$ cat config.mk
export PLATFORM = sky130hd
export DESIGN_NAME = ps2_scancode_rx_flat
export DESIGN_NICKNAME = d
export VERILOG_FILES = /design/src/rtl/ps2_scancode_rx_pkg.sv /design/src/rtl/ps2_scancode_rx_if.sv /design/src/rtl/ps2_scancode_rx_sync_fifo.sv /design/src/rtl/ps2_scancode_rx.sv /design/src/flat_wrapper.sv
export SDC_FILE = /design/constraint.sdc
export NUM_CORES = 1
export LEC_CHECK = 0
export BUFFER_PORTS_ARGS = -buffer_cell sky130_fd_sc_hd__buf_2
export CAP_MARGIN = 20
export CORE_MARGIN = 4
export CORE_UTILIZATION = 30
export DETAILED_ROUTE_END_ITERATION = 12
export HOLD_SLACK_MARGIN = 0.1
export REMOVE_ABC_BUFFERS = 1
export SLEW_MARGIN = 20
export SYNTH_ARGS = -nofsm -noshare
export SYNTH_HDL_FRONTEND = slang
export SYNTH_HIERARCHICAL = 1
export SYNTH_SLANG_ARGS = --single-unit
$ cat constraint.sdc
create_clock -name CLK -period 4.2 [get_ports CLK]
set_clock_uncertainty 0.05 [all_clocks]
set_input_delay 1.26 -clock CLK [delete_from_list [all_inputs] [get_ports CLK]]
set_output_delay 1.26 -clock CLK [all_outputs]
set_load 0.005 [all_outputs]
$ cat src/rtl/ps2_scancode_rx_pkg.sv
// Shared constants and types for the PS/2 scancode receiver: frame layout,
// prefix bytes, key-event layout and frame FSM encoding.
package ps2_scancode_rx_pkg;

  localparam int          FRAME_BITS = 11;
  localparam logic [7:0]  PS2_EXT    = 8'hE0;
  localparam logic [7:0]  PS2_BRK    = 8'hF0;
  localparam int          EVT_W      = 10;

  typedef enum logic [1:0] {
    ST_IDLE   = 2'd0,
    ST_DATA   = 2'd1,
    ST_PARITY = 2'd2,
    ST_STOP   = 2'd3
  } frame_state_e;

  // Event layout {ext, brk, code[7:0]}, ext in bit 9 and brk in bit 8.
  typedef struct packed {
    logic       ext;
    logic       brk;
    logic [7:0] code;
  } key_evt_t;

  // Odd parity: the data bits plus the parity bit hold an odd number of ones.
  function automatic logic parity_ok(input logic [7:0] data, input logic par);
    return ^{data, par};
  endfunction

endpackage

$ cat src/rtl/ps2_scancode_rx_if.sv
// Key-event stream from the receiver FIFO to the display/game logic.
interface ps2_scancode_rx_if;
  // Handshake: the head event transfers on every cycle with key_valid && key_ready.
  // key_valid never depends on key_ready; key_ready while key_valid is low has no
  // effect. key_code/key_ext/key_brk are meaningful only while key_valid is high.
  logic       key_valid;
  logic       key_ready;
  logic [7:0] key_code;
  logic       key_ext;
  logic       key_brk;

  modport master (
    output key_valid,
    output key_code,
    output key_ext,
    output key_brk,
    input  key_ready
  );

  modport slave (
    input  key_valid,
    input  key_code,
    input  key_ext,
    input  key_brk,
    output key_ready
  );
endinterface

$ cat src/rtl/ps2_scancode_rx_sync_fifo.sv
// First-word-fall-through FIFO with occupancy count; the head output keeps the
// last popped word while the FIFO is empty.
module ps2_scancode_rx_sync_fifo #(
  parameter int WIDTH = 10,
  parameter int DEPTH = 8
) (
  input  logic                     clk_i,
  input  logic                     rst_i,
  input  logic                     push_i,
  input  logic [WIDTH-1:0]         data_i,
  input  logic                     pop_i,
  output logic [WIDTH-1:0]         data_o,
  output logic [$clog2(DEPTH):0]   count_o,
  output logic                     full_o,
  output logic                     empty_o
);

  localparam int AW = $clog2(DEPTH);

  logic [WIDTH-1:0] mem_q [DEPTH];
  logic [AW-1:0]    wr_ptr_q;
  logic [AW-1:0]    rd_ptr_q;
  logic [AW:0]      count_q;
  logic [WIDTH-1:0] hold_q;
  logic             do_push;
  logic             do_pop;

  assign empty_o = (count_q == '0);
  assign full_o  = (count_q == (AW+1)'(DEPTH));
  assign do_pop  = pop_i & ~empty_o;
  // A full FIFO still accepts a push when the head leaves in the same cycle.
  assign do_push = push_i & (~full_o | do_pop);

  assign data_o  = empty_o ? hold_q : mem_q[rd_ptr_q];
  assign count_o = count_q;

  always_ff @(posedge clk_i) begin
    if (!rst_i && do_push) begin
      mem_q[wr_ptr_q] <= data_i;
    end
  end

  always_ff @(posedge clk_i) begin
    if (rst_i) begin
      wr_ptr_q <= '0;
      rd_ptr_q <= '0;
      count_q  <= '0;
      hold_q   <= '0;
    end else begin
      if (do_push) begin
        wr_ptr_q <= wr_ptr_q + 1'b1;
      end
      if (do_pop) begin
        rd_ptr_q <= rd_ptr_q + 1'b1;
        hold_q   <= mem_q[rd_ptr_q];
      end
      case ({do_push, do_pop})
        2'b10:   count_q <= count_q + 1'b1;
        2'b01:   count_q <= count_q - 1'b1;
        default: count_q <= count_q;
      endcase
    end
  end

endmodule

$ cat src/rtl/ps2_scancode_rx.sv
// PS/2 keyboard receiver: synchronise and filter the lines, deframe 11-bit frames,
// fold E0/F0 prefixes into key events and queue them for the consumer.
module ps2_scancode_rx
  import ps2_scancode_rx_pkg::*;
#(
  parameter int SYNC_STAGES = 2,
  parameter int FILTER_LEN  = 8,
  parameter int TIMEOUT_CYC = 200000,
  parameter int FIFO_DEPTH  = 8
) (
  input  logic                          CLK,
  input  logic                          RST,
  input  logic                          PS2Clk,
  input  logic                          PS2Data,
  output logic                          strobe,
  output logic [7:0]                    raw_byte,
  ps2_scancode_rx_if.master             key_if,
  output logic [$clog2(FIFO_DEPTH):0]   fifo_count,
  output logic                          err_parity,
  output logic                          err_frame,
  output logic                          overflow,
  input  logic                          clr_err,
  output frame_state_e                  frame_state
);

  localparam int         FW            = (FILTER_LEN > 1) ? $clog2(FILTER_LEN) : 1;
  localparam int         TW            = $clog2(TIMEOUT_CYC + 1);
  localparam logic [2:0] LAST_DATA_BIT = 3'(FRAME_BITS - 4);

  logic [SYNC_STAGES-1:0] clk_sync_q;
  logic [SYNC_STAGES-1:0] data_sync_q;
  logic [1:0]             line_raw;
  logic [1:0]             line_filt_q;
  logic [FW-1:0]          flt_cnt_q [2];
  logic                   clk_prev_q;
  logic                   fall_edge;
  logic                   ps2_bit;

  frame_state_e           state_q, state_d;
  logic [2:0]             bit_cnt_q, bit_cnt_d;
  logic [7:0]             shift_q, shift_d;
  logic                   par_q, par_d;
  logic [TW-1:0]          tmo_cnt_q;
  logic                   good_byte;
  logic                   bad_parity;
  logic                   bad_frame;

  logic                   strobe_q;
  logic [7:0]             raw_q;
  logic                   ext_pend_q, ext_pend_d;
  logic                   brk_pend_q, brk_pend_d;
  logic                   push;
  key_evt_t               push_evt;
  key_evt_t               head_evt;
  logic                   fifo_full;
  logic                   fifo_empty;
  logic                   pop;

  logic                   err_par_q, err_par_d;
  logic                   err_frm_q, err_frm_d;
  logic                   ovf_q, ovf_d;

  always_ff @(posedge CLK) begin
    if (RST) begin
      clk_sync_q  <= '1;
      data_sync_q <= '1;
    end else begin
      clk_sync_q  <= {clk_sync_q[SYNC_STAGES-2:0], PS2Clk};
      data_sync_q <= {data_sync_q[SYNC_STAGES-2:0], PS2Data};
    end
  end

  // Index 0 is the clock line, index 1 the data line; both get the same delay so
  // data stays aligned with the clock edge that samples it.
  assign line_raw = {data_sync_q[SYNC_STAGES-1], clk_sync_q[SYNC_STAGES-1]};

  always_ff @(posedge CLK) begin
    if (RST) begin
      line_filt_q <= 2'b11;
      clk_prev_q  <= 1'b1;
      for (int i = 0; i < 2; i++) begin
        flt_cnt_q[i] <= '0;
      end
    end else begin
      clk_prev_q <= line_filt_q[0];
      for (int i = 0; i < 2; i++) begin
        if (line_raw[i] == line_filt_q[i]) begin
          flt_cnt_q[i] <= '0;
        end else if (flt_cnt_q[i] == FW'(FILTER_LEN - 1)) begin
          line_filt_q[i] <= line_raw[i];
          flt_cnt_q[i]   <= '0;
        end else begin
          flt_cnt_q[i] <= flt_cnt_q[i] + 1'b1;
        end
      end
    end
  end

  assign fall_edge = clk_prev_q & ~line_filt_q[0];
  assign ps2_bit   = line_filt_q[1];

  always_comb begin
    state_d    = state_q;
    bit_cnt_d  = bit_cnt_q;
    shift_d    = shift_q;
    par_d      = par_q;
    good_byte  = 1'b0;
    bad_parity = 1'b0;
    bad_frame  = 1'b0;
    if ((state_q != ST_IDLE) && (tmo_cnt_q == TW'(TIMEOUT_CYC))) begin
      state_d   = ST_IDLE;
      bad_frame = 1'b1;
    end else if (fall_edge) begin
      case (state_q)
        ST_IDLE: begin
          // A high "start bit" is treated as line noise, not a framing error.
          if (!ps2_bit) begin
            state_d   = ST_DATA;
            bit_cnt_d = '0;
          end
        end
        ST_DATA: begin
          shift_d   = {ps2_bit, shift_q[7:1]};
          bit_cnt_d = bit_cnt_q + 1'b1;
          if (bit_cnt_q == LAST_DATA_BIT) begin
            state_d = ST_PARITY;
          end
        end
        ST_PARITY: begin
          par_d   = ps2_bit;
          state_d = ST_STOP;
        end
        ST_STOP: begin
          state_d = ST_IDLE;
          if (!ps2_bit) begin
            bad_frame = 1'b1;
          end else if (parity_ok(shift_q, par_q)) begin
            good_byte = 1'b1;
          end else begin
            bad_parity = 1'b1;
          end
        end
        default: state_d = ST_IDLE;
      endcase
    end
  end

  always_ff @(posedge CLK) begin
    if (RST) begin
      state_q   <= ST_IDLE;
      bit_cnt_q <= '0;
      shift_q   <= '0;
      par_q     <= 1'b0;
      tmo_cnt_q <= '0;
    end else begin
      state_q   <= state_d;
      bit_cnt_q <= bit_cnt_d;
      shift_q   <= shift_d;
      par_q     <= par_d;
      if (fall_edge) begin
        tmo_cnt_q <= '0;
      end else if (tmo_cnt_q != TW'(TIMEOUT_CYC)) begin
        tmo_cnt_q <= tmo_cnt_q + 1'b1;
      end
    end
  end

  // Prefix decoder runs one cycle after the good byte, off the registered raw byte.
  always_comb begin
    ext_pend_d = ext_pend_q;
    brk_pend_d = brk_pend_q;
    push       = 1'b0;
    if (strobe_q) begin
      if (raw_q == PS2_EXT) begin
        ext_pend_d = 1'b1;
      end else if (raw_q == PS2_BRK) begin
        brk_pend_d = 1'b1;
      end else begin
        push       = 1'b1;
        ext_pend_d = 1'b0;
        brk_pend_d = 1'b0;
      end
    end
    if (bad_frame || bad_parity) begin
      ext_pend_d = 1'b0;
      brk_pend_d = 1'b0;
    end
  end

  assign push_evt = '{ext: ext_pend_q, brk: brk_pend_q, code: raw_q};
  assign pop      = key_if.key_ready & ~fifo_empty;

  // Sticky flags: a set in the same cycle as clr_err wins.
  always_comb begin
    err_par_d = bad_parity | (err_par_q & ~clr_err);
    err_frm_d = bad_frame  | (err_frm_q & ~clr_err);
    ovf_d     = (push & fifo_full & ~pop) | (ovf_q & ~clr_err);
  end

  always_ff @(posedge CLK) begin
    if (RST) begin
      strobe_q   <= 1'b0;
      raw_q      <= '0;
      ext_pend_q <= 1'b0;
      brk_pend_q <= 1'b0;
      err_par_q  <= 1'b0;
      err_frm_q  <= 1'b0;
      ovf_q      <= 1'b0;
    end else begin
      strobe_q   <= good_byte;
      if (good_byte) begin
        raw_q <= shift_q;
      end
      ext_pend_q <= ext_pend_d;
      brk_pend_q <= brk_pend_d;
      err_par_q  <= err_par_d;
      err_frm_q  <= err_frm_d;
      ovf_q      <= ovf_d;
    end
  end

  ps2_scancode_rx_sync_fifo #(
    .WIDTH (EVT_W),
    .DEPTH (FIFO_DEPTH)
  ) u_fifo (
    .clk_i   (CLK),
    .rst_i   (RST),
    .push_i  (push),
    .data_i  (push_evt),
    .pop_i   (pop),
    .data_o  (head_evt),
    .count_o (fifo_count),
    .full_o  (fifo_full),
    .empty_o (fifo_empty)
  );

  assign strobe           = strobe_q;
  assign raw_byte         = raw_q;
  assign err_parity       = err_par_q;
  assign err_frame        = err_frm_q;
  assign overflow         = ovf_q;
  assign frame_state      = state_q;
  assign key_if.key_valid = ~fifo_empty;
  assign key_if.key_code  = head_evt.code;
  assign key_if.key_ext   = head_evt.ext;
  assign key_if.key_brk   = head_evt.brk;

endmodule

$ cat src/flat_wrapper.sv
// flat-port wrapper written by rule: the top's interface ports become plain ports
module ps2_scancode_rx_flat import ps2_scancode_rx_pkg::*;
#(
  parameter int SYNC_STAGES = 2,
  parameter int FILTER_LEN  = 8,
  parameter int TIMEOUT_CYC = 200000,
  parameter int FIFO_DEPTH  = 8
)
  (CLK, RST, PS2Clk, PS2Data, strobe, raw_byte, fifo_count, err_parity, err_frame, overflow, clr_err, frame_state, key_if_key_valid, key_if_key_code, key_if_key_ext, key_if_key_brk, key_if_key_ready);
  ps2_scancode_rx_if key_if_i ();
  input  logic CLK;
  input  logic RST;
  input  logic PS2Clk;
  input  logic PS2Data;
  output logic strobe;
  output logic [7:0] raw_byte;
  output logic [$clog2(FIFO_DEPTH):0] fifo_count;
  output logic err_parity;
  output logic err_frame;
  output logic overflow;
  input  logic clr_err;
  output frame_state_e frame_state;
  output wire logic [$bits(key_if_i.key_valid)-1:0] key_if_key_valid;
  output wire logic [$bits(key_if_i.key_code)-1:0] key_if_key_code;
  output wire logic [$bits(key_if_i.key_ext)-1:0] key_if_key_ext;
  output wire logic [$bits(key_if_i.key_brk)-1:0] key_if_key_brk;
  input wire logic [$bits(key_if_i.key_ready)-1:0] key_if_key_ready;
  assign key_if_key_valid = key_if_i.key_valid;
  assign key_if_key_code = key_if_i.key_code;
  assign key_if_key_ext = key_if_i.key_ext;
  assign key_if_key_brk = key_if_i.key_brk;
  assign key_if_i.key_ready = key_if_key_ready;
  ps2_scancode_rx #(.SYNC_STAGES(SYNC_STAGES), .FILTER_LEN(FILTER_LEN), .TIMEOUT_CYC(TIMEOUT_CYC), .FIFO_DEPTH(FIFO_DEPTH)) u_core (.CLK(CLK), .RST(RST), .PS2Clk(PS2Clk), .PS2Data(PS2Data), .strobe(strobe), .raw_byte(raw_byte), .key_if(key_if_i), .fifo_count(fifo_count), .err_parity(err_parity), .err_frame(err_frame), .overflow(overflow), .clr_err(clr_err), .frame_state(frame_state));
endmodule
After elaboration in Yosys (flattened, before gate mapping)
Memories as Yosys holds them, arrays and structs flattened. A register that Yosys moved wholly into a read port is not among the register bits.
Index checks and enable logic that the tools add are counted.
{"block": "totals", "regBits": 73, "ram_bits": 86, "input_bits": 6, "output_inout_bits": 29, "word_cells": 159, "mem_count": 2}
{"block": "op_classes", "addsub": 8, "n_eq_ne": 18, "muxes": 61, "bitwise_logic": 28, "n_reduce_logical": 21}
{"name": "u_core.u_fifo.mem_q", "words": 8, "width": 10, "read_ports": 1, "rd_ports_with_merged_regs": 1, "write_ports": 1, "line_no": "ps2_scancode_rx_sync_fifo.sv:20", "text": "logic [WIDTH-1:0] mem_q [DEPTH];"}
{"name": "u_core.flt_cnt_q", "words": 2, "width": 3, "read_ports": 2, "rd_ports_with_merged_regs": 0, "write_ports": 2, "line_no": "ps2_scancode_rx.sv:34", "text": "logic [FW-1:0] flt_cnt_q [2];"}
{"cell": "$mux 1", "n": 46}
{"cell": "$mux 3", "n": 9}
{"cell": "$add 18x1->18 const B", "n": 1}
{"cell": "$eq 18x18->1 const B", "n": 1}
{"cell": "$ne 18x18->1 const B", "n": 1}
{"cell": "$eq 8x8->1 const B", "n": 2}
{"cell": "$add 3x1->3 const B", "n": 5}
{"cell": "$mux 10", "n": 1}
{"cell": "$or 1x1->1", "n": 10}
{"cell": "$and 1x1->1", "n": 9}
{"cell": "$eq 3x3->1 const B", "n": 3}
{"cell": "$not 1->1", "n": 9}
{"cell": "$reduce_and 3->1", "n": 3}
{"cell": "$reduce_xor 9->1", "n": 1}
{"cell": "$pmux 2 s4", "n": 1}
{"cell": "$pmux 4 s2", "n": 1}
{"cell": "$reduce_and 2->1", "n": 4}
{"cell": "$eq 2x2->1 const B", "n": 3}
{"cell": "$pmux 3 s2", "n": 1}
{"cell": "$reduce_bool 2->1", "n": 3}
{"cell": "$reduce_or 2->1", "n": 3}
{"cell": "$add 4x1->4 const B", "n": 1}
{"cell": "$eq 2x1->1 const B", "n": 2}
{"cell": "$eq 4x4->1 const B", "n": 1}
{"cell": "other kinds (11)", "n": 15}

Depth between registers and ports, before layout
{"block": "logic_depth", "depth_word": 9, "depth_mapped": 13, "ltp_nobuf": 11}

By module
Netlist, hierarchy kept.
{"module": "ps2_scancode_rx_sync_fifo", "instances": 1, "cells_per_inst": 260, "area_each_um2": 4202.8, "seq_area_each_um2": 2862.7}
{"module": "ps2_scancode_rx", "instances": 1, "cells_per_inst": 282, "area_each_um2": 2666.3, "seq_area_each_um2": 1241.2}

Worst setup path after synthesis
No wires, ideal clock.
{"block": "synth_timing", "path_kind": "input to register", "from": "input key_if_key_ready", "to": "memory u_core.u_fifo.mem_q[0][0] (enable)", "setup_ns": 0.407, "arrival_time_ns": 3.116, "required_time_ns": 3.743, "slack_ns": 0.626, "stages": 4, "path_buffers": 0, "path_cell_list": "nor2b_1 > nand2b_1 > o21ai_4 > nor4b_1"}
{"block": "synth_via", "elab_chain_len": 7}
{"item": "from (decl)", "line_no": "flat_wrapper.sv:27", "text": "input wire logic [$bits(key_if_i.key_ready)-1:0] key_if_key_ready;"}
{"item": "$and 1x1->1", "line_no": "ps2_scancode_rx.sv:191", "text": "assign pop = key_if.key_ready & ~fifo_empty;"}
{"item": "$and 1x1->1", "line_no": "ps2_scancode_rx_sync_fifo.sv:30", "text": "assign do_pop = pop_i & ~empty_o;"}
{"item": "$or 1x1->1", "line_no": "ps2_scancode_rx_sync_fifo.sv:32", "text": "assign do_push = push_i & (~full_o | do_pop);"}
{"item": "$and 1x1->1", "line_no": "ps2_scancode_rx_sync_fifo.sv:32"}
{"item": "$logic_and 1x1->1", "line_no": "ps2_scancode_rx_sync_fifo.sv:38", "text": "if (!rst_i && do_push) begin"}
{"item": "$mux 1", "line_no": "ps2_scancode_rx_sync_fifo.sv:38"}
{"item": "$mux 1 (not written as such)", "line_no": "ps2_scancode_rx_sync_fifo.sv:39", "text": "mem_q[wr_ptr_q] <= data_i;"}
{"item": "to (decl)", "line_no": "ps2_scancode_rx_sync_fifo.sv:20"}
Every way passes these cells.

==> metrics.md <==
| Metric | Value |
|---|---|
| Run status | `finished clean` |
| Slowest cell on the critical path | `mux4_2` |
| Sequential area share after synthesis | `59.7%` |
| Site Rows | `55` |
| Unrepaired setup endpoints after global routing | `false` |
| Clock tree buffer depth | `2` |
| EDFF count, synth | `86` |
| CTS tree | `done` |
| WS Path Type | `reg -> out` |
| Max cap viols | `0` |
| Mapped cell area | `6870 um2` |
| Max stage delay on crit path | `0.58 ns` |
| Crit start category | `flip-flop` |
| Largest area contributor in the netlist | `edfxtp_1` |
| Final Hold Vio Count | `0` |
| Highest clock rate | `0.291 GHz` |
| Initial core utilization | `30.4%` |
| Layout cells sized above 1 | `19.2%` |
| PwrDens | `406 nW/um2` |
| Clock-pin slew on the worst setup and hold paths | `0.06 ns` |
| Final period utilization | `81.7%` |
| Min Tclk post-route | `3.43 ns` |
| FF-to-FF setup slack | `1.15 ns` |
| Avg Inst Size Synth | `12.7 um2` |
| Core area | `22600 um2` |
| Die X | `159 um` |
| Critical Path Sink Type | `output pin` |
| Max-slew headroom | `31.0%` |
| Post-synth top area share | `37.6%` |
| Final instance area | `8030 um2` |
| Tightest Pin Transition | `1.03 ns` |
| Fraction of registers with async set or reset after synthesis | `0%` |
| Total I/O pin count | `35` |
| DRT iter0 DRCs | `201` |
| Clock sinks | `162` |
| Detailed Routing Iterations Pass 1 | `5` |
| Placed insts | `858` |
| H-Tree Depth | `4` |
| Post-Layout Cell Count | `890` |
| GR Util All Layers | `10.7%` |
| VDD IR max | `0.241 mV` |
| Area Overhead vs Synth | `16.8%` |
| Final Setup Violations | `0` |
| First-pass GRT wire length | `21500 um` |
| Commonest cells after routing, fill and taps aside | `86 x edfxtp_1, 76 x dfxtp_1, 67 x nor2_1` |
| Initial antenna violation count | `0` |
| WL/cell | `14.5 um` |
| Final net count | `615` |
| Final slew viol count | `0` |
| Gp weighted congestion | `0.725` |
| Cts repair resizes | `0` |
| Port bufs | `34` |
| Largest net degree at the start of global routing | `28` |
| Number of CTS-inserted buffers | `17` |
| Post-synth cell types | `59` |
| Warnings, synthesis | `6` |
| Commonest non-fill, non-tap cell in the layout | `edfxtp_1` |
| Top post-synthesis cells by area | `edfxtp_1 38%, dfxtp_1 22%, mux4_2 6.6%` |
| Ys flop type | `edfxtp_1` |
| Inserted Diodes | `0` |
| Via Count | `4102` |
| FF+latch count, synth | `162` |
| Postcts setup bufs | `0` |
| Placed inst area | `7430 um2` |
| WP data arrival | `2.12 ns` |
| Die Y | `159 um` |
| Worst-Skew Late Latency | `0.42 ns` |
| Total Wirelength | `12900 um` |
| DP Wirelength | `8520 um` |
| Root buffer cell | `clkbuf_16` |
| Global route overflow | `0` |
| Hold Path Class | `reg -> reg` |
| Hold_buf cts | `0` |
| Vias per cell | `4.61` |
| DRC | `0` |
| Leakage power | `2.61 nW` |
| Crit path max fanout | `20` |
| Die ar. | `25400 um2` |
| Req. time, crit path | `2.89 ns` |
| Post-synthesis cell count | `542` |
| Vias in the first global route | `4062` |
| Cell Chain, Critical Path | `buf_4, mux4_2, mux2i_1, a21oi_1, buf_2` |
| Total power | `3.25 mW` |
| Final ANT Viol Nets | `0` |
| Setup TNS | `0 ns` |
[critical path: cells and delay by family (launching register included)]
family	cells	cell delay [ns]
AO/OA/AOI/OAI	1	0.11
buffers and inverters	2	0.50
flip-flops	1	0.31
multiplexers	2	0.78
[cell type report]
type / instances / area, um2
sequential: 162 / 4100
fill: 2197 / 14500
tap: 285 / 357
clock buffer: 22 / 474
timing repair buffer: 49 / 283
inverter: 18 / 67.6
clock inverter: 10 / 125
multi-input combinational: 344 / 2620
[flip-flops by register name, indices dropped and copies added (netlist names), 2 cells and up, named ones only]
| register | flops |
|---|---|
| u_core/u_fifo/mem_q | 80 |
| u_core/tmo_cnt_q | 18 |
| u_core/u_fifo/hold_q | 10 |
| u_core/raw_byte | 8 |
| u_core/shift_q | 8 |
| u_core/flt_cnt_q | 6 |
| u_core/u_fifo/count_o | 4 |
| u_core/bit_cnt_q | 3 |
| u_core/u_fifo/rd_ptr_q | 3 |
| u_core/u_fifo/wr_ptr_q | 3 |
| u_core/clk_sync_q | 2 |
| u_core/data_sync_q | 2 |
| u_core/frame_state | 2 |
| u_core/line_filt_q | 2 |
[power breakdown]
part	switching (mW)	internal, mW
sequential	0.00965	1.66
combinational	0.0240	0.0134
clock	0.616	0.929
total	0.650	2.61
[cell usage after synthesis, types with 2 or more instances]
cell      count
edfxtp_1     86
dfxtp_1      76
nor2_1       67
nand2_1      32
mux2i_1      30
a21oi_1      27
mux4_2       20
xnor2_1      20
ha_1         16
inv_1        16
nand3_1      14
a211oi_1     12
clkbuf_1     12
xor2_1       11
nor3_1       10
o21ai_0       8
nand2b_1      7
and2_1        6
buf_2         6
nor4_1        6
or2_2         5
a21o_1        3
a31oi_1       3
buf_4         3
nand3b_1      3
nand4_1       3
nor2b_1       3
o211ai_1      3
a22oi_1       2
or3_1         2
or4_1         2
[path summary, 6_finish.rpt]
| path | from | to | cells past startpoint |
|---|---|---|---|
| worst min register to register | u_core/clk_sync_q[0] | u_core/clk_sync_q[1] | 1 |
| worst min-delay path | u_core/clk_sync_q[0] | u_core/clk_sync_q[1] | 1 |
| worst max-delay path | flip-flop | key_if_key_code[1] | 5 |
| worst max register to register | u_core/u_fifo/count_o[0] | u_core/u_fifo/count_o[3] | 13 |
[through the flow]
stage | hold slack (ns) | util [%] | setup WS, ns
final | 0.359 | 35.6 | 0.768
after global routing | 0.387 | 35.6 | 0.579
after CTS | 0.359 | 35.6 | 0.694
after detailed placement | 0.344 | 32.9 | 0.827
after global placement | 0.342 | 32.9 | 0.892
after floorplan | 0.339 | - | 0.559
[routing by layer]
layer | wire, um | global-route usage, % | up-vias
met5 | 0 | 0 | -
met4 | 161 | 3.43 | 0
met3 | 564 | 3.18 | 10
met2 | 6150 | 17.4 | 59
met1 | 6050 | 13.8 | 1960
li1 | - | - | 2073
[logic make-up after synthesis]
group / after synthesis / share of synthesized area [%]
AO/OA/AOI/OAI: 70 / 7.07
XOR/XNOR: 32 / 4.28
adder cells (fa/ha/maj): 17 / 3.21
buffers and inverters: 41 / 2.62
flip-flops: 162 / 59.7
multiplexers: 50 / 10.9
other: 1 / 0.0546
AND/OR/NAND/NOR: 169 / 12.1
(Power assumes the default switching activity.)
